--- src/rtl/uart_rx.sv ---
// UART receiver: oversamples an idle-high serial line, assembles WIDTH-bit frames
// and hands good bytes to a downstream FIFO, flagging framing errors and overruns.
module uart_rx #(
    parameter int unsigned CLKS_PER_BIT = 434,
    parameter int unsigned WIDTH        = 8
) (
    input  logic             i_clk,
    input  logic             i_rst,
    input  logic             i_rx,
    input  logic             i_full,
    output logic             o_wr_en,
    output logic [WIDTH-1:0] o_wr_data,
    output logic             o_frame_err,
    output logic             o_overrun,
    output logic             o_busy
);

    localparam int unsigned CNT_W = (CLKS_PER_BIT > 1) ? $clog2(CLKS_PER_BIT) : 1;
    localparam int unsigned IDX_W = (WIDTH > 1) ? $clog2(WIDTH) : 1;

    localparam logic [CNT_W-1:0] CNT_HALF = CNT_W'((CLKS_PER_BIT - 1) / 2);
    localparam logic [CNT_W-1:0] CNT_LAST = CNT_W'(CLKS_PER_BIT - 1);
    localparam logic [IDX_W-1:0] IDX_LAST = IDX_W'(WIDTH - 1);

    typedef enum logic [2:0] {
        S_IDLE,
        S_START,
        S_DATA,
        S_STOP,
        S_WAIT_HIGH
    } state_t;

    state_t             state_q;
    state_t             state_d;

    logic               rx_meta;
    logic               rx_s;

    logic [CNT_W-1:0]   cnt_q;
    logic [CNT_W-1:0]   cnt_d;
    logic [IDX_W-1:0]   idx_q;
    logic [IDX_W-1:0]   idx_d;
    logic [WIDTH-1:0]   shreg_q;
    logic [WIDTH-1:0]   shreg_d;
    logic [WIDTH-1:0]   wr_data_q;
    logic [WIDTH-1:0]   wr_data_d;
    logic               wr_en_q;
    logic               wr_en_d;
    logic               ferr_q;
    logic               ferr_d;
    logic               ovr_q;
    logic               ovr_d;
    logic               busy_q;

    // Two-flop synchronizer; resets to the idle (high) line level.
    always_ff @(posedge i_clk or posedge i_rst) begin
        if (i_rst) begin
            rx_meta <= 1'b1;
            rx_s    <= 1'b1;
        end else begin
            rx_meta <= i_rx;
            rx_s    <= rx_meta;
        end
    end

    always_ff @(posedge i_clk or posedge i_rst) begin
        if (i_rst) begin
            state_q <= S_IDLE;
        end else begin
            state_q <= state_d;
        end
    end

    // Next-state, baud counter, bit assembly and result pulses.
    always_comb begin
        state_d   = state_q;
        cnt_d     = cnt_q;
        idx_d     = idx_q;
        shreg_d   = shreg_q;
        wr_data_d = wr_data_q;
        wr_en_d   = 1'b0;
        ferr_d    = 1'b0;
        ovr_d     = 1'b0;

        unique case (state_q)
            S_IDLE: begin
                cnt_d = '0;
                if (!rx_s) begin
                    state_d = S_START;
                end
            end

            S_START: begin
                if (cnt_q == CNT_HALF) begin
                    cnt_d = '0;
                    idx_d = '0;
                    // A start bit that is no longer low at mid-bit was a glitch.
                    state_d = rx_s ? S_IDLE : S_DATA;
                end else begin
                    cnt_d = cnt_q + CNT_W'(1);
                end
            end

            S_DATA: begin
                if (cnt_q == CNT_LAST) begin
                    cnt_d          = '0;
                    shreg_d[idx_q] = rx_s;
                    if (idx_q == IDX_LAST) begin
                        state_d = S_STOP;
                    end else begin
                        idx_d = idx_q + IDX_W'(1);
                    end
                end else begin
                    cnt_d = cnt_q + CNT_W'(1);
                end
            end

            S_STOP: begin
                if (cnt_q == CNT_LAST) begin
                    cnt_d = '0;
                    if (rx_s) begin
                        state_d = S_IDLE;
                        if (!i_full) begin
                            wr_en_d   = 1'b1;
                            wr_data_d = shreg_q;
                        end else begin
                            ovr_d = 1'b1;
                        end
                    end else begin
                        ferr_d  = 1'b1;
                        state_d = S_WAIT_HIGH;
                    end
                end else begin
                    cnt_d = cnt_q + CNT_W'(1);
                end
            end

            S_WAIT_HIGH: begin
                cnt_d = '0;
                if (rx_s) begin
                    state_d = S_IDLE;
                end
            end

            default: begin
                state_d = S_IDLE;
                cnt_d   = '0;
                idx_d   = '0;
            end
        endcase
    end

    // Busy is registered from the next state so it tracks state_q exactly.
    always_ff @(posedge i_clk or posedge i_rst) begin
        if (i_rst) begin
            cnt_q     <= '0;
            idx_q     <= '0;
            shreg_q   <= '0;
            wr_data_q <= '0;
            wr_en_q   <= 1'b0;
            ferr_q    <= 1'b0;
            ovr_q     <= 1'b0;
            busy_q    <= 1'b0;
        end else begin
            cnt_q     <= cnt_d;
            idx_q     <= idx_d;
            shreg_q   <= shreg_d;
            wr_data_q <= wr_data_d;
            wr_en_q   <= wr_en_d;
            ferr_q    <= ferr_d;
            ovr_q     <= ovr_d;
            busy_q    <= (state_d != S_IDLE);
        end
    end

    assign o_wr_en     = wr_en_q;
    assign o_wr_data   = wr_data_q;
    assign o_frame_err = ferr_q;
    assign o_overrun   = ovr_q;
    assign o_busy      = busy_q;

    // Result pulses are exclusive and the baud counter stays within one bit period.
    a_pulse_onehot: assert property (@(posedge i_clk) disable iff (i_rst)
        $onehot0({wr_en_q, ferr_q, ovr_q}));

    a_cnt_range: assert property (@(posedge i_clk) disable iff (i_rst)
        cnt_q <= CNT_LAST);

endmodule

--- config.mk ---
export PLATFORM = sky130hd
export DESIGN_NAME = uart_rx
export DESIGN_NICKNAME = d
export VERILOG_FILES = /design/src/rtl/uart_rx.sv
export SDC_FILE = /design/constraint.sdc
export NUM_CORES = 1
export LEC_CHECK = 0
export CAP_MARGIN = 20
export CORE_MARGIN = 8
export CORE_UTILIZATION = 25
export CTS_CLUSTER_SIZE = 20
export DETAILED_ROUTE_END_ITERATION = 10
export PLACE_DENSITY = 0.45
export SLEW_MARGIN = 10
export SYNTH_ARGS = -nofsm -noshare
export SYNTH_HDL_FRONTEND = slang
export SYNTH_SLANG_ARGS = --single-unit
export TNS_END_PERCENT = 50
--- constraint.sdc ---
create_clock -name i_clk -period 3.2 [get_ports i_clk]
set_input_delay 0.64 -clock i_clk [delete_from_list [all_inputs] [get_ports i_clk]]
set_output_delay 0.64 -clock i_clk [all_outputs]
set_load 0.1 [all_outputs]
## After elaboration in Yosys (flattened, before gate mapping)

Index checks and enable logic that the tools add are counted.

- Logic and storage cells: 65
- Flip-flop bits (word level): 37

- Add/subtract/negate cells: 2
- Equal/unequal tests: 10
- Reduce and logical (&&, ||, !) cells: 8
- Magnitude comparators: 2
- Bitwise logic cells: 2
- Multiplexer cells: 30

Operators by type and width:

| operator | count |
|---|---|
| 3-bit two-way mux | 10 |
| 9-bit two-way mux | 2 |
| 9-bit case mux with 2 select lines | 1 |
| 3-bit case mux with 5 select lines | 1 |
| 1-bit two-way mux | 12 |
| 9-bit by 1-bit adder with 9-bit output, second input constant | 1 |
| 9-bit by 8-bit == test with 1-bit output, second input constant | 1 |
| 9-bit == test, second input constant | 1 |
| 3-bit case mux with 3 select lines | 1 |
| 8-bit bitwise mux | 1 |
| 4-bit AND reduction | 2 |
| 3-bit by 2-bit == test with 1-bit output, second input constant | 2 |
| 3-bit == test, second input constant | 2 |
| 2-bit inequality test, second input constant | 3 |
| 3-bit by 4-bit less-than comparator with 1-bit output, second input constant | 1 |
| 3-bit by 1-bit adder with 3-bit output, second input constant | 1 |
| 1-bit demux with 3-bit select | 1 |
| 3-bit by 1-bit == test with 1-bit output, second input constant | 1 |
| 3-bit by 1-bit greater-or-equal comparator with 1-bit output, second input constant | 1 |
| 3-bit zero test | 1 |
| 3-bit nonzero test | 1 |
| 3-bit OR reduction | 1 |
| 2-bit two-way mux | 1 |
| 1-bit inverter | 2 |
| other kinds (3) | 3 |

## Logic depth before layout (Yosys ltp)

Gate-level depths: netlist of the first run.

- Word-level depth: 5
- Mapped depth: 7

## Least setup slack after synthesis of the first run

No wires, ideal clock.

- Path type: register to register
- From: register cnt_q[0]
- To: register busy_q (netlist: o_busy)
- Data required time: 3.068 ns
- Setup slack: 1.347 ns
- Arrival time: 1.721 ns
- Path buffers: 0
- Cell stages (with the launch flop): 6
- Cells stage by stage: dfrtp_1 > ha_1 > and4b_1 > and4_4 > a221o_1 > or3b_1

- Word-level cells in the longest chain between the ends: 4
- Elaborated cells between the ends (all ways): 7

RTL lines:

| item | RTL line | source |
|---|---|---|
| start: declaration | 39 | `logic [CNT_W-1:0] cnt_q;` |
| start signal: assignment | 165 | `cnt_q <= cnt_d;` |
| 9-bit == test or 9-bit by 8-bit == test with 1-bit output (tied branches) | 105, 119, 94 |  |
| 3-bit two-way mux (on tied branches) | 119, 105, 94 |  |
| 3-bit case mux with 5 select lines * | 85 | `unique case (state_q)` |
| named net state_d[0] | 34 | `state_t state_d;` |
| 3-bit nonzero test * | 172 | `busy_q <= (state_d != S_IDLE);` |
| end signal: assignment | 172 |  |
| end: declaration | 53 | `logic busy_q;` |

The timed path passes the listed nets; every way through them passes the cells marked *.
A chain may end at the register's enable or synchronous reset.

## Worst setup path after layout of the first run

- From: register cnt_q[2]
- To: register wr_data_q[4] (netlist: o_wr_data[4])

- Word-level cells in the longest chain between the ends: 2

RTL lines:

| item | RTL line | source |
|---|---|---|
| 9-bit == test | 119 | `if (cnt_q == CNT_LAST) begin` |
| 4-bit AND reduction (no line) | n/a |  |
| end signal: assignment | 168 | `wr_data_q <= wr_data_d;` |
| end: declaration | 45 | `logic [WIDTH-1:0] wr_data_q;` |

No other way between the ends.

==> results.toml, run 1 <==
[run_status]
status = "completed"

[placement]
io_buffers = 15
placedInstanceArea_sq_um = 1967
pre_cts_slack_ns = 1.116
routabilityCongestion = 0.7544
hpwl_mm = 2.707

[synth]
yosys.area.top_type = "dfrtp_1"
ys_types = 42
synth.top_cells.by_area = "dfrtp_1 50%, mux2_2 10%, ha_1 3.6%"
avgSynthCellArea_sq_um = 11.43
netlist_instances = 154
ys_ff_latch = 37
synth_nets = 163
synth_warnings = 0
ys.flop_type = "dfrtp_1"
synth-edff-count = 0
ys_async_sr_fraction_pct = 100.0
ys_seq_area_share_pct = 52.74
synth.most_common_cell = "dfrtp_1"
synth_area_sq_um = 1760
netlist_top_cells_count = "35 x dfrtp_1, 16 x mux2_2, 16 x nor2_1"
synth_top_area_share_pct = 49.75

[hold_path]
hold_depth = 0
hold_path_startpoint = "rx_meta"
hold_path_class = "flop to flop"

[sta]
timing.fmax_mhz = 493.3
finalCritPeriodShare_pct = 63.35
setup_viol = 0
setup_ws_ns = 1.173
whs_ns = 0.3566
finalSetupTns_ns = 0
slew_headroom_pct = 58.66
rsz0062_at_grt = "false"
worst_pin_slew_ns = 0.6195
fin_skew_ns = 0.008192
hold_viol_final = 0
drv_slew = 0
final.min_clock_period_ns = 2.027

[pwr]
comb_power_share_pct = 1.9
pwr-share-seq_pct = 58.9
power_density_nw_per_um2 = 390.3
vdd_ir_drop_max_mv = 0.1520
p_int_w = 0.0006247
clkPwrFrac_pct = 39.2
leakagePower_nw = 0.9235
netSwitchingFraction_pct = 22.06
switchingPower_w = 0.0001768

[setup_path]
cp_num_buf_inv = 0
crit_family = "simple AND/OR/NAND/NOR gates"
r2r-start = "cnt_q[2]"
r2r_cells = 4
critical-path-slowest-cell = "dfrtp_1"
ff2ff_setup_slack_ns = 1.17
crit_end = "o_wr_data[4]"
worst-setup-path-type = "flop to flop"
max_stage_delay_ns = 0.45
critPathRequiredTime_ns = 3.37
cp-end-kind = "flop"
cp-start-kind = "flop"
crit_start = "cnt_q[2]"
critPathArrivalTime_ns = 2.20
crit_fanout = 8
crit_chain = "and3b_1 > nand4_1 > nor2_2 > mux2_2"
reg2reg_to = "o_wr_data[4]"
cp.depth = 4

[finish]
final_area_sq_um = 2053
multi_input_area_sq_um = 760.7
nets = 178
diodes = 0
drive_gt1_share_pct = 27.06
fillers = 709
fin_util_pct = 30.22
area_delta_synth_final_pct = 16.63
register_area_sq_um = 928.4

[grt]
gr-total-overflow = 0
grt_max_degree = 23
grt_pass1_wl_mm = 6.037
grt_use_total_pct = 7.513
grt_pass1_vias = 1245
antenna_found_initial = 0

[cts]
htreeDepth = 2
clock_latency_ns = 0.28
cts_tree = "done"
clock-sinks = 37
numCtsBuffers = 5
cts.path.max_buffers = 2
clk_pin_slew_worst_paths_ns = 0.07
ctsResizeCount = 0
post_cts_buffers = 0
hold_buffers = 0
cts-root-buf = "clkbuf_8"

[route]
num_vias = 1197
via_per_inst = 4.500
drc = 0
dr.first_iter.drc_count = 38
wl_mm = 3.573
dr.pass1.iters = 4
final_antenna_net_count = 0
wl_per_cell_um = 13.43

[floorplanning]
start_util_pct = 25.91
dieArea_sq_um = 9983
ios = 16
die_w_um = 99.92
fp.coreArea_sq_um = 6794
rows = 30
die_h_um = 99.92

[flow_run]
drv_cap = 0
## power groups by stage
stage,sequential (W),combinational (W),clock (W)
2_1_floorplan,0.000479,0.00000947,0
3_3_place_gp,0.000482,0.0000152,0
3_5_place_dp,0.000482,0.0000158,0
4_1_cts,0.000472,0.0000159,0.000332
5_1_grt,0.000473,0.0000179,0.000348
6_report,0.000472,0.0000152,0.000314
## cells in the final DEF, fill, tap and decap left out, drive strengths merged, types with 4 or more instances in the layout
cell type	Yosys	routed
buf	3	13
clkbuf	5	5
dfrtp	35	35
ha	5	5
inv	8	8
mux2	16	16
nand2	6	6
nand4	7	7
nor2	17	17
nor4	4	4
xor2	6	6
## flip-flops by register name, summed over array words and instances (netlist names)
name / flops
cnt_q: 9
o_wr_data: 8
shreg_q: 8
idx_q: 3
state_q: 3
o_busy: 1
o_frame_err: 1
o_overrun: 1
o_wr_en: 1
rx_meta: 1
rx_s: 1
## kinds of logic after synthesis
group | after synthesis | share of synthesized area [%]
buf+inv | 16 | 4.051
fa+ha+maj | 5 | 3.554
compound gates | 14 | 6.540
xor+xnor | 7 | 3.483
simple gates | 59 | 19.40
mux | 16 | 10.23
flops | 37 | 52.74
## worst min-delay path by stage
stage / slack, ns / end
after CTS: 0.36 / rx_s
after detailed placement: 0.35 / rx_s
after floorplan: 0.35 / rx_s
after global routing: 0.36 / rx_s
after global placement: 0.35 / rx_s
final: 0.36 / rx_s
## per-stage QoR
stage	instances	total power [W]
6_report	266	0.0008015
5_1_grt	266	0.0008383
4_1_cts	266	0.0008199
3_5_place_dp	258	0.0004973
3_3_place_gp	258	0.0004967
2_1_floorplan	154	0.0004889
## worst reg2reg max path, stage by stage, from the launching register on
cell and delay [ns]:
dfrtp_1 0.45, and3b_1 0.39, nand4_1 0.28, nor2_2 0.42
mux2_2 0.38
## routing by layer
metal  routed length [um]  part of all wire, %  track usage, %  vias up
li1                     -                    -               -      578
met1                 1646                   46           9.136      593
met2                 1753                   49           12.26       20
met3                  121                  3.4           2.284        6
met4                   53                  1.5           2.561        0
met5                    0                    0               0        -
## cell type report
| cell class | count | share of cell area [%] |
|---|---|---|
| Sequential cell | 37 | 45.22 |
| Timing Repair Buffer | 16 | 6.216 |
| Clock inverter | 3 | 0.8531 |
| Tap cell | 96 | 5.850 |
| Inverter | 8 | 1.463 |
| Multi-Input combinational cell | 101 | 37.05 |
| Clock buffer | 5 | 3.352 |
(Power assumes the default switching activity.)
==> inputs of run 2 (changes only) <==
--- a/config.mk
+++ b/config.mk
@@ -10,7 +10,7 @@
 export CORE_UTILIZATION = 25
 export CTS_CLUSTER_SIZE = 20
 export DETAILED_ROUTE_END_ITERATION = 10
-export PLACE_DENSITY = 0.45
+export PLACE_DENSITY = 0.47
 export SLEW_MARGIN = 10
 export SYNTH_ARGS = -nofsm -noshare
 export SYNTH_HDL_FRONTEND = slang
==> constraint.sdc (replaced) <==
create_clock -name i_clk -period 1.8 [get_ports i_clk]
set_input_delay 0.36 -clock i_clk [delete_from_list [all_inputs] [get_ports i_clk]]
set_output_delay 0.36 -clock i_clk [all_outputs]
set_load 0.1 [all_outputs]
==> results.toml, run 2 (synthesis results as in run 1) <==
[route]
drc = 0
num_vias = 1239
wl_per_cell_um = 12.50
via_per_inst = 4.317
dr.pass1.iters = 3
final_antenna_net_count = 0
dr.first_iter.drc_count = 58
wl_mm = 3.587

[sta]
rsz0062_at_grt = "true"
finalCritPeriodShare_pct = 104.3
worst_pin_slew_ns = 0.3255
setup_ws_ns = -0.07686
setup_viol = 1
hold_viol_final = 0
slew_headroom_pct = 78.30
fin_skew_ns = 0.01092
final.min_clock_period_ns = 1.877
drv_slew = 0
timing.fmax_mhz = 532.8

[placement]
place_inst = 276
hpwl_mm = 2.504
routabilityCongestion = 0.7623
io_buffers = 15

[finish]
fillers = 657
nets = 199
diodes = 0
fin_cells = 287
final_common_cell = "dfrtp_1"
regMostFlops = "cnt_q"
area_delta_synth_final_pct = 43.43
most-common-layout-cells = "35 x dfrtp_1, 18 x buf_4, 16 x nor2_1, 15 x buf_12, 12 x mux2_2"
drive_gt1_share_pct = 39.79
largest_register_ffs = 9

[grt]
grt_use_total_pct = 7.569
antenna_found_initial = 0
grt_pass1_wl_mm = 5.989
grt_pass1_vias = 1284
gr-total-overflow = 0
grt_max_degree = 38

[hold_path]
hold_path_class = "flop to flop"

[cts]
clk_pin_slew_worst_paths_ns = 0.07
cts_tree = "done"
clock_latency_ns = 0.29
cts-root-buf = "clkbuf_8"
clock-sinks = 37
htreeDepth = 2
numCtsBuffers = 5
cts.path.max_buffers = 2
hold_buffers = 0

[floorplanning]
die_w_um = 99.92
rows = 30
die_h_um = 99.92
ios = 16
fp.coreArea_sq_um = 6794
dieArea_sq_um = 9983
start_util_pct = 25.91

[setup_path]
cp-end-kind = "flop"
worst-setup-path-type = "flop to flop"
cp-start-kind = "flop"
cp_num_buf_inv = 1
crit_chain = "buf_4 > ha_2 > and4b_1 > and4_4 > a221o_1 > or3b_1"
critPathArrivalTime_ns = 2.04
crit_family = "simple AND/OR/NAND/NOR gates"
critPathRequiredTime_ns = 1.97
crit_fanout = 4
critical-path-slowest-cell = "dfrtp_1"
max_stage_delay_ns = 0.40

[pwr]
power_density_nw_per_um2 = 642.6
finalPower_w = 0.001623
vdd_ir_drop_max_mv = 0.3759
leakagePower_nw = 1.112

[run_status]
status = "finished with violations"
violations = "setup timing"

[flow_run]
drv_cap = 0
run 2: cell count changes in the layout (fill, tap and decap cells not counted), sizes merged:
| cell | previous run | this run |
|---|---|---|
| clkinv | 2 | 0 |
| bufinv | 0 | 1 |
| clkbuf | 5 | 6 |
| buf | 13 | 34 |
run 2: worst register-to-register path, stage by stage (launching register included):
cell     delay, ns
dfrtp_1       0.40
buf_4         0.14
ha_2          0.16
and4b_1       0.20
and4_4        0.18
a221o_1       0.33
or3b_1        0.35
run 2: final cells by class:
class                           count  area (sq um)  share of cell area (%)
Sequential cell                    37         928.4                   36.77
Multi-Input combinational cell    101         849.6                   33.65
Timing Repair Buffer               37         476.7                   18.88
Tap cell                           96         120.1                   4.757
Clock buffer                        6         82.58                   3.271
Clock inverter                      2         37.54                   1.487
Inverter                            8         30.03                   1.189
run 2: per-stage QoR:
stage / util, % / setup TNS (ns) / worst slack [ns] / hold slack (ns) / cell area, sq um
after floorplan: - / 0 / 0.01135 / 0.3452 / 1763
after global routing: 37.16 / -1.259 / -0.1494 / 0.3604 / 2525
after CTS: 35.71 / -0.02518 / -0.02518 / 0.3573 / 2426
after global placement: 33.74 / -0.06085 / -0.01793 / 0.3465 / 2292
after detailed placement: 33.74 / -0.2006 / -0.09303 / 0.3468 / 2292
final: 37.16 / -0.07686 / -0.07686 / 0.3559 / 2525
run 2: power breakdown:
part	internal [W]	leakage (nW)	switching, W
Sequential	0.000835	0.490	0.00000266
Combinational	0.0000131	0.565	0.0000214
Clock	0.000450	0.0574	0.000300
run 2: metal layers:
layer,vias up,GRT usage (%),routed length [um]
met1,600,9.294,1748
met4,0,4.540,74
li1,617,-,-
met5,-,0,0
met2,17,11.44,1629
met3,5,2.215,135
run 2: what timing repair did:
| action | 4_1_cts | 5_1_grt |
|---|---|---|
| buffers inserted | 1 | 2 |
| pin swaps | 1 | 9 |
| endpoints found under the setup margin | 6 | 24 |
| endpoints found under the hold margin | 0 | 0 |
| resized for setup | 1 | 18 |
run 2: final timing paths:
kind,startpoint,slack (ns),end,cells past startpoint
setup / recovery,cnt_q[0],-0.08,o_busy,6
hold reg to reg,rx_meta,0.36,rx_s,0
setup reg to reg,cnt_q[0],-0.08,o_busy,6
min in group asynchronous,i_rst,0.40,shreg_q[7],3
hold / removal,rx_meta,0.36,rx_s,0
max in group asynchronous,i_rst,1.14,rx_s,3
==> inputs of run 3 (changes only) <==
--- a/config.mk
+++ b/config.mk
@@ -8,10 +8,11 @@
 export CAP_MARGIN = 20
 export CORE_MARGIN = 8
 export CORE_UTILIZATION = 25
+export CTS_BUF_LIST = sky130_fd_sc_hd__clkbuf_16
 export CTS_CLUSTER_SIZE = 20
 export DETAILED_ROUTE_END_ITERATION = 10
 export PLACE_DENSITY = 0.47
-export SLEW_MARGIN = 10
+export SLEW_MARGIN = 40
 export SYNTH_ARGS = -nofsm -noshare
 export SYNTH_HDL_FRONTEND = slang
 export SYNTH_SLANG_ARGS = --single-unit
==> results.toml, run 3 (synthesis results as in run 1) <==
[run_status]
status = "finished with violations"
violations = "setup timing"

[sta]
setup_ws_ns = -0.08217
drv_slew = 0
finalSetupTns_ns = -0.08312
worst_pin_slew_ns = 0.3167
finalCritPeriodShare_pct = 104.6
rsz0062_at_grt = "true"
whs_ns = 0.3544
fin_skew_ns = 0.005891
final.min_clock_period_ns = 1.882
slew_headroom_pct = 78.88
hold_viol_final = 0
setup_viol = 2
timing.fmax_mhz = 531.3

[floorplanning]
die_h_um = 99.92
rows = 30
die_w_um = 99.92
ios = 16
fp.coreArea_sq_um = 6794
dieArea_sq_um = 9983
start_util_pct = 25.91

[finish]
multi_input_area_sq_um = 862.1
diodes = 0
most-common-layout-cells = "35 x dfrtp_1, 18 x buf_4, 16 x nor2_1, 15 x buf_12, 11 x mux2_2"
nets = 199
largest_register_ffs = 9
area_delta_synth_final_pct = 46.77
register_area_sq_um = 928.4
regMostFlops = "cnt_q"
fillers = 652
final_common_cell = "dfrtp_1"
drive_gt1_share_pct = 39.27
fin_cells = 287

[route]
num_vias = 1240
via_per_inst = 4.321
dr.pass1.iters = 3
dr.first_iter.drc_count = 72
wl_per_cell_um = 12.48
final_antenna_net_count = 0
wl_mm = 3.583
drc = 0

[cts]
clock-sinks = 37
numCtsBuffers = 5
cts-root-buf = "clkbuf_16"
hold_buffers = 0
cts_tree = "done"
htreeDepth = 2
clk_pin_slew_worst_paths_ns = 0.05
clock_latency_ns = 0.28
cts.path.max_buffers = 2

[setup_path]
cp-end-kind = "flop"
worst-setup-path-type = "flop to flop"
critPathRequiredTime_ns = 1.95
r2r_cells = 6
critical-path-slowest-cell = "dfrtp_1"
crit_fanout = 4
critPathArrivalTime_ns = 2.03
cp-start-kind = "flop"
crit_chain = "buf_4 > ha_2 > and4b_1 > and4_4 > a221o_1 > or3b_1"
max_stage_delay_ns = 0.40

[placement]
routabilityCongestion = 0.7623
hpwl_mm = 2.504
io_buffers = 15
place_inst = 276

[pwr]
leakagePower_nw = 1.134
power_density_nw_per_um2 = 714.8
vdd_ir_drop_max_mv = 0.3386

[hold_path]
hold_depth = 0
hold_path_class = "flop to flop"

[grt]
grt_use_total_pct = 7.656
gr-total-overflow = 0
antenna_found_initial = 0
grt_pass1_vias = 1308
grt_pass1_wl_mm = 6.092
grt_max_degree = 38

[flow_run]
drv_cap = 0
==> run 3: per-layer routing <==
| layer | wire length (um) | part of all wire, % | up-vias | GRT usage (%) |
|---|---|---|---|---|
| li1 | - | - | 617 | - |
| met1 | 1758 | 49 | 601 | 9.500 |
| met2 | 1618 | 45 | 17 | 11.65 |
| met3 | 138 | 3.9 | 5 | 2.422 |
| met4 | 68 | 1.9 | 0 | 3.842 |
| met5 | 0 | 0 | - | 0 |
==> run 3: final cells by class <==
type | instances | share of cell area, %
clock buffers | 5 | 4.843
clock inverters | 3 | 1.598
inverters | 8 | 1.162
multi-input cells | 101 | 33.37
flip-flops and latches | 37 | 35.93
well taps | 96 | 4.649
repair buffers | 37 | 18.45
==> run 3: final timing paths <==
| kind | start | to | slack (ns) |
|---|---|---|---|
| max | cnt_q[0] | o_busy | -0.08 |
| min reg2reg | rx_meta | rx_s | 0.35 |
| max in group asynchronous | i_rst | rx_s | 1.13 |
| max reg2reg | cnt_q[0] | o_busy | -0.08 |
| min in group asynchronous | i_rst | shreg_q[7] | 0.42 |
| min | rx_meta | rx_s | 0.35 |
==> run 3: worst max-delay path, delay by kind of cell (launching register included) <==
family / cells / cell delay (ns)
AOI/OAI and AO/OA: 1 / 0.33
DFF: 1 / 0.40
buffers and inverters: 1 / 0.14
adders and majority gates: 1 / 0.16
and+or+nand+nor: 3 / 0.73
==> run 3: where the power goes <==
| group | internal, W | total [W] | leakage [nW] | switching (W) |
|---|---|---|---|---|
| Clock | 0.000648 | 0.000973 | 0.0775 | 0.000326 |
| Combinational | 0.0000132 | 0.0000343 | 0.566 | 0.0000211 |
| Sequential | 0.000836 | 0.000839 | 0.490 | 0.00000291 |
| Total | 0.00150 | 0.00185 | 1.13 | 0.000350 |
==> run 3: repair_timing <==
action / in CTS / in global routing
setup buffers: 1 / 2
pin swaps: 1 / 8
setup endpoints to repair: 6 / 24
gates resized for setup: 2 / 19
==> run 3: per-stage QoR <==
stage | instance area (sq um) | setup slack (ns) | util, % | total power, W
2_1_floorplan | 1763 | 0.01135 | - | 0.0008691
3_3_place_gp | 2292 | -0.01793 | 33.74 | 0.0008903
3_5_place_dp | 2292 | -0.09303 | 33.74 | 0.0008902
4_1_cts | 2479 | -0.02475 | 36.48 | 0.001877
5_1_grt | 2584 | -0.1454 | 38.03 | 0.001922
6_report | 2584 | -0.08217 | 38.03 | 0.001847
